`src/rtl/rf_param.sv`:
```
// Parameterised register file with two registered read ports, one byte-enabled
// write port, optional hard-wired zero entry, and a one-entry-per-cycle clear sequencer.
module rf_param #(
  parameter int DATA_W   = 32,
  parameter int ADDR_W   = 4,
  parameter int ZERO_REG = 0,
  parameter int BYPASS   = 1
) (
  input  logic                clk,
  input  logic                rst_n,
  input  logic [ADDR_W-1:0]   raddra,
  input  logic [ADDR_W-1:0]   raddrb,
  input  logic                ren,
  input  logic [ADDR_W-1:0]   waddr,
  input  logic [DATA_W-1:0]   wdata,
  input  logic [DATA_W/8-1:0] wbe,
  input  logic                wen,
  input  logic                clr_req,
  output logic                clr_busy,
  output logic [DATA_W-1:0]   douta,
  output logic [DATA_W-1:0]   doutb
);

  localparam int DEPTH  = 1 << ADDR_W;
  localparam int NBYTES = DATA_W / 8;

  typedef enum logic {IDLE, CLEAR} state_t;

  state_t            state, state_nx;
  logic [ADDR_W-1:0] idx;
  logic [DATA_W-1:0] mem [DEPTH];
  logic [DATA_W-1:0] merged;
  logic [DATA_W-1:0] rda, rdb;
  logic              idle;
  logic              wr_ok;

  assign idle     = (state == IDLE);
  assign clr_busy = (state == CLEAR);
  assign wr_ok    = idle && wen && !(ZERO_REG != 0 && waddr == '0);

  // Byte-merged value of the entry being written; used for both the write and bypass.
  always_comb begin
    merged = mem[waddr];
    for (int b = 0; b < NBYTES; b++) begin
      if (wbe[b]) merged[8*b +: 8] = wdata[8*b +: 8];
    end
  end

  always_comb begin
    rda = mem[raddra];
    rdb = mem[raddrb];
    if (BYPASS != 0 && wen && raddra == waddr) rda = merged;
    if (BYPASS != 0 && wen && raddrb == waddr) rdb = merged;
    if (ZERO_REG != 0 && raddra == '0) rda = '0;
    if (ZERO_REG != 0 && raddrb == '0) rdb = '0;
  end

  always_comb begin
    state_nx = state;
    case (state)
      IDLE:    if (clr_req) state_nx = CLEAR;
      CLEAR:   if (idx == '1) state_nx = IDLE;
      default: state_nx = IDLE;
    endcase
  end

  // idx parks at 0 in IDLE so every clear sequence starts from entry 0.
  always_ff @(posedge clk or negedge rst_n) begin
    if (!rst_n) begin
      state <= IDLE;
      idx   <= '0;
    end else begin
      state <= state_nx;
      if (state == CLEAR && idx != '1) idx <= idx + 1'b1;
      else                             idx <= '0;
    end
  end

  always_ff @(posedge clk or negedge rst_n) begin
    if (!rst_n) begin
      for (int i = 0; i < DEPTH; i++) mem[i] <= '0;
    end else if (state == CLEAR) begin
      mem[idx] <= '0;
    end else if (wr_ok) begin
      mem[waddr] <= merged;
    end
  end

  always_ff @(posedge clk or negedge rst_n) begin
    if (!rst_n) begin
      douta <= '0;
      doutb <= '0;
    end else if (idle && ren) begin
      douta <= rda;
      doutb <= rdb;
    end
  end

endmodule
```
`config.mk`:
```
export PLATFORM = sky130hd
export DESIGN_NAME = rf_param
export DESIGN_NICKNAME = d
export VERILOG_FILES = /design/src/rtl/rf_param.sv
export SDC_FILE = /design/constraint.sdc
export NUM_CORES = 2
export LEC_CHECK = 0
export ABC_AREA = 1
export CELL_PAD_IN_SITES_DETAIL_PLACEMENT = 1
export CELL_PAD_IN_SITES_GLOBAL_PLACEMENT = 2
export CORE_AREA = 2 2 366 368
export DETAILED_ROUTE_END_ITERATION = 10
export DIE_AREA = 0 0 368 370
export GPL_TIMING_DRIVEN = 1
export PLACE_DENSITY_LB_ADDON = 0.1
export SYNTH_ARGS = -nofsm -noshare
export SYNTH_HDL_FRONTEND = slang
export SYNTH_SLANG_ARGS = --single-unit
```
`constraint.sdc`:
```
create_clock -name clk -period 4.3 [get_ports clk]
set_input_delay 0.43 -clock clk [delete_from_list [all_inputs] [get_ports clk]]
set_output_delay 0.43 -clock clk [all_outputs]
set_load 0.02 [all_outputs]
```
==> key figures <==
Clock network
  – Num CTS Buffers: 81
  – CTS H-tree depth: 3
  – Clock transition at the registers of the reported paths: 0.05 ns
  – CTS tree: built
  – Resized Gates After CTS: 0
  – Root buffer cell: clkbuf_16
  – Clock buffer depth: 3
  – CTS Sinks: 581
  – Setup Fix Bufs, Post-CTS: 0
  – Clk Latency, worst-skew pair: 0.71 ns

STA
  – Tcrit/Tclk final: 0.758
  – Clock Skew: 0.0257 ns
  – Final Hold Vio Count: 0
  – RSZ-0062 raised after global routing: no
  – Max Clk Rate: 0.307 GHz
  – Slew Limit Fails: 0
  – Slew HR: 0.119
  – Setup TNS: 0 ns
  – Final setup violation count: 0
  – Final worst path period need: 3.26 ns
  – Worst Tran Pin Value: 1.32 ns

Place
  – Gp weighted congestion: 0.870
  – Port bufs: 117
  – HPWL reported at the end of detailed placement: 158000 um

Floorplan
  – Core area: 132000 sq um
  – Die X: 368 um
  – Cell Rows: 134
  – Die Ht: 370 um
  – IO Pins: 118
  – Die area: 136000 sq um
  – Initial Utilization: 0.327

Global routing
  – First-pass GRT wire length: 410000 um
  – Largest net degree at the start of global routing: 140
  – Total global-route track usage: 0.413
  – Antenna violations before repair: 10
  – Vias in the first global route: 55100
  – Grt total ovfl: 0

Route
  – Post-Route M1 WL: 116000 um
  – Vias post-DR: 56200
  – Wire per inst: 32.6 um
  – DR pass1 iterations: 5
  – Routed met3 length: 32900 um
  – # DRC: 0
  – DRT Wirelength: 288000 um
  – Vias per inst: 6.38
  – Initial detailed-routing violation count: 7246
  – Routed Antenna Nets: 0
  – Met2 routed wirelength: 121000 um
  – Top Layer Used: met5

Critical path
  – Reg-to-reg slack, setup: 1.07 ns
  – RR Endpoint: douta[22]
  – Worst Setup End Kind: primary output
  – Slowest Stage Delay on Critical Path: 0.87 ns
  – Worst r2r src: clr_busy
  – Worst path bufs/invs: 2
  – CP max-delay cell: dfrtp_4
  – CP delay by family, top: buffers and inverters
  – CP Cell Sequence: buf_12, clkdlybuf4s50_1
  – Worst R2R Path Depth: 8
  – Req. time, crit path: 3.87 ns
  – Startpoint Class: register
  – Arr. time, crit path: 2.83 ns
  – CP Max Fanout: 86
  – Kind of critical path: reg2out

Synthesis
  – Main flop type after synthesis: dfrtp_1
  – Sequential share of the synthesized area: 0.335
  – Yosys reg bits: 581
  – Synth top area share: 0.335
  – Synth warn: 0
  – Most instantiated library cell after synthesis: nand2_1
  – Asr flop ratio synth: 1.00
  – Synth top cells by count: nand2_1, nand3_1, nor2_1
  – Leading area contributor after synthesis: dfrtp_1
  – Syn Nets: 7261
  – Syn_area_per_cell: 6.02 sq um
  – Synth area leaders: dfrtp_1, nand2_1, nand3_1
  – Post-Syn Instances: 7204
  – Synth cell types: 24
  – Mapped cell area: 43400 sq um
  – Number of synthesized flops with an enable pin: 0

Layout
  – Fin nets: 7035
  – Area of the multi-input gates: 25900 sq um
  – P&R area growth vs syn: 14.4%
  – Proportion of layout cells with a drive suffix above 1: 0.0634
  – Register area: 14500 sq um
  – Final core occ: 0.375
  – Filler cells: 17100

Hold path
  – WHS Endpoint: clr_busy
  – Type of the most critical hold path: in2reg
  – Hold Path Cell Cnt: 3
  – Hold Startpoint: clr_req

Pwr
  – Pwr dens: 697 nW/um^2
  – VDD IR-drop max: 0.677 mV
  – Leakage Power: 23.1 nW

Outcome
  – Outcome: finished, final reports clean

Run
  – Max-cap violations: 0
-- placed cells by master, fill, tap and decap left out, types with 3 or more instances in the layout --
| master | n |
|---|---|
| nand2_1 | 2718 |
| nor3_2 | 13 |
| inv_2 | 24 |
| o21ai_0 | 3 |
| clkbuf_16 | 87 |
| nand3_1 | 1392 |
| buf_12 | 38 |
| inv_8 | 3 |
| a21oi_4 | 15 |
| buf_6 | 4 |
| a21oi_1 | 515 |
| bufinv_16 | 10 |
| clkinv_2 | 9 |
| diode_2 | 9 |
| inv_6 | 3 |
| ha_1 | 4 |
| o22ai_1 | 34 |
| a31oi_1 | 481 |
| dfrtp_1 | 580 |
| nand3_2 | 8 |
| inv_1 | 140 |
| buf_8 | 3 |
| clkbuf_8 | 22 |
| clkbuf_1 | 13 |
| buf_4 | 184 |
| nor2_1 | 600 |
| nand2_4 | 5 |
| buf_2 | 3 |
| inv_4 | 3 |
| nand2_2 | 4 |
| clkdlybuf4s50_1 | 105 |
-- sequential cells by signal, summed over array words and instances (netlist names) --
register,count
douta,32
doutb,32
clr_busy,1
idx,4
mem,512
-- tightest hold or removal path: cells and delay by family --
kind	cells	cell delay, ns
buffers and inverters	1	0.40
and+or+nand+nor	2	0.11
-- cell families after synthesis --
kind of cell / synth area share
AND/OR/NAND/NOR: 0.452
AO/OA/AOI/OAI: 0.136
buffers and inverters: 0.0747
flip-flops: 0.335
adder cells (fa/ha/maj): 0.00115
-- metrics by stage --
step	total power [mW]	cell area [sq um]	setup WS (ns)	cells	hold slack [ns]
after floorplan	19.9	43400	2.40	7204	0.134
after global placement	25.8	46700	1.04	8662	0.462
after detailed placement	26.4	46700	0.979	8662	0.467
after CTS	34.1	49600	0.997	8806	0.253
after global routing	36.4	49600	0.967	8806	0.320
final	34.6	49600	1.04	8815	0.278
-- layer usage --
layer	up-vias	global-route usage
met2	3478	0.615
li1	23500	-
met1	28300	0.550
met3	852	0.101
met5	-	0
met4	10	0.222
-- worst max-delay path by stage --
stage / end / cells after the start / startpoint
after floorplan: mem[134] / 11 / waddr[1]
after global placement: mem[5] / 7 / waddr[2]
after detailed placement: mem[307] / 12 / waddr[3]
after CTS: clr_busy / 2 / clr_busy
after global routing: clr_busy / 2 / clr_busy
final: clr_busy / 2 / clr_busy
-- power breakdown --
| part | switching (mW) | total [mW] | leakage, nW | internal, mW |
|---|---|---|---|---|
| combinational | 10.1 | 15.3 | 14.4 | 5.20 |
| clock | 3.01 | 7.64 | 1.42 | 4.63 |
| sequential | 3.57 | 11.6 | 7.26 | 8.04 |
-- area by class of cell --
| class | count | share of cell area |
|---|---|---|
| Antenna cell | 9 | 0.000454 |
| Sequential cell | 581 | 0.293 |
| Clock buffer | 122 | 0.0510 |
| Tap cell | 1768 | 0.0446 |
| Multi-Input combinational cell | 5803 | 0.523 |
| Inverter | 173 | 0.0139 |
| Clock inverter | 21 | 0.00734 |
| Timing Repair Buffer | 338 | 0.0667 |
-- timing repair --
action / in CTS / in global routing
setup endpoints to repair: 0 / 0
endpoints found under the hold margin: 67 / 0
hold buffers: 1 / 0
Note: power is estimated with default switching activity, not from simulation.
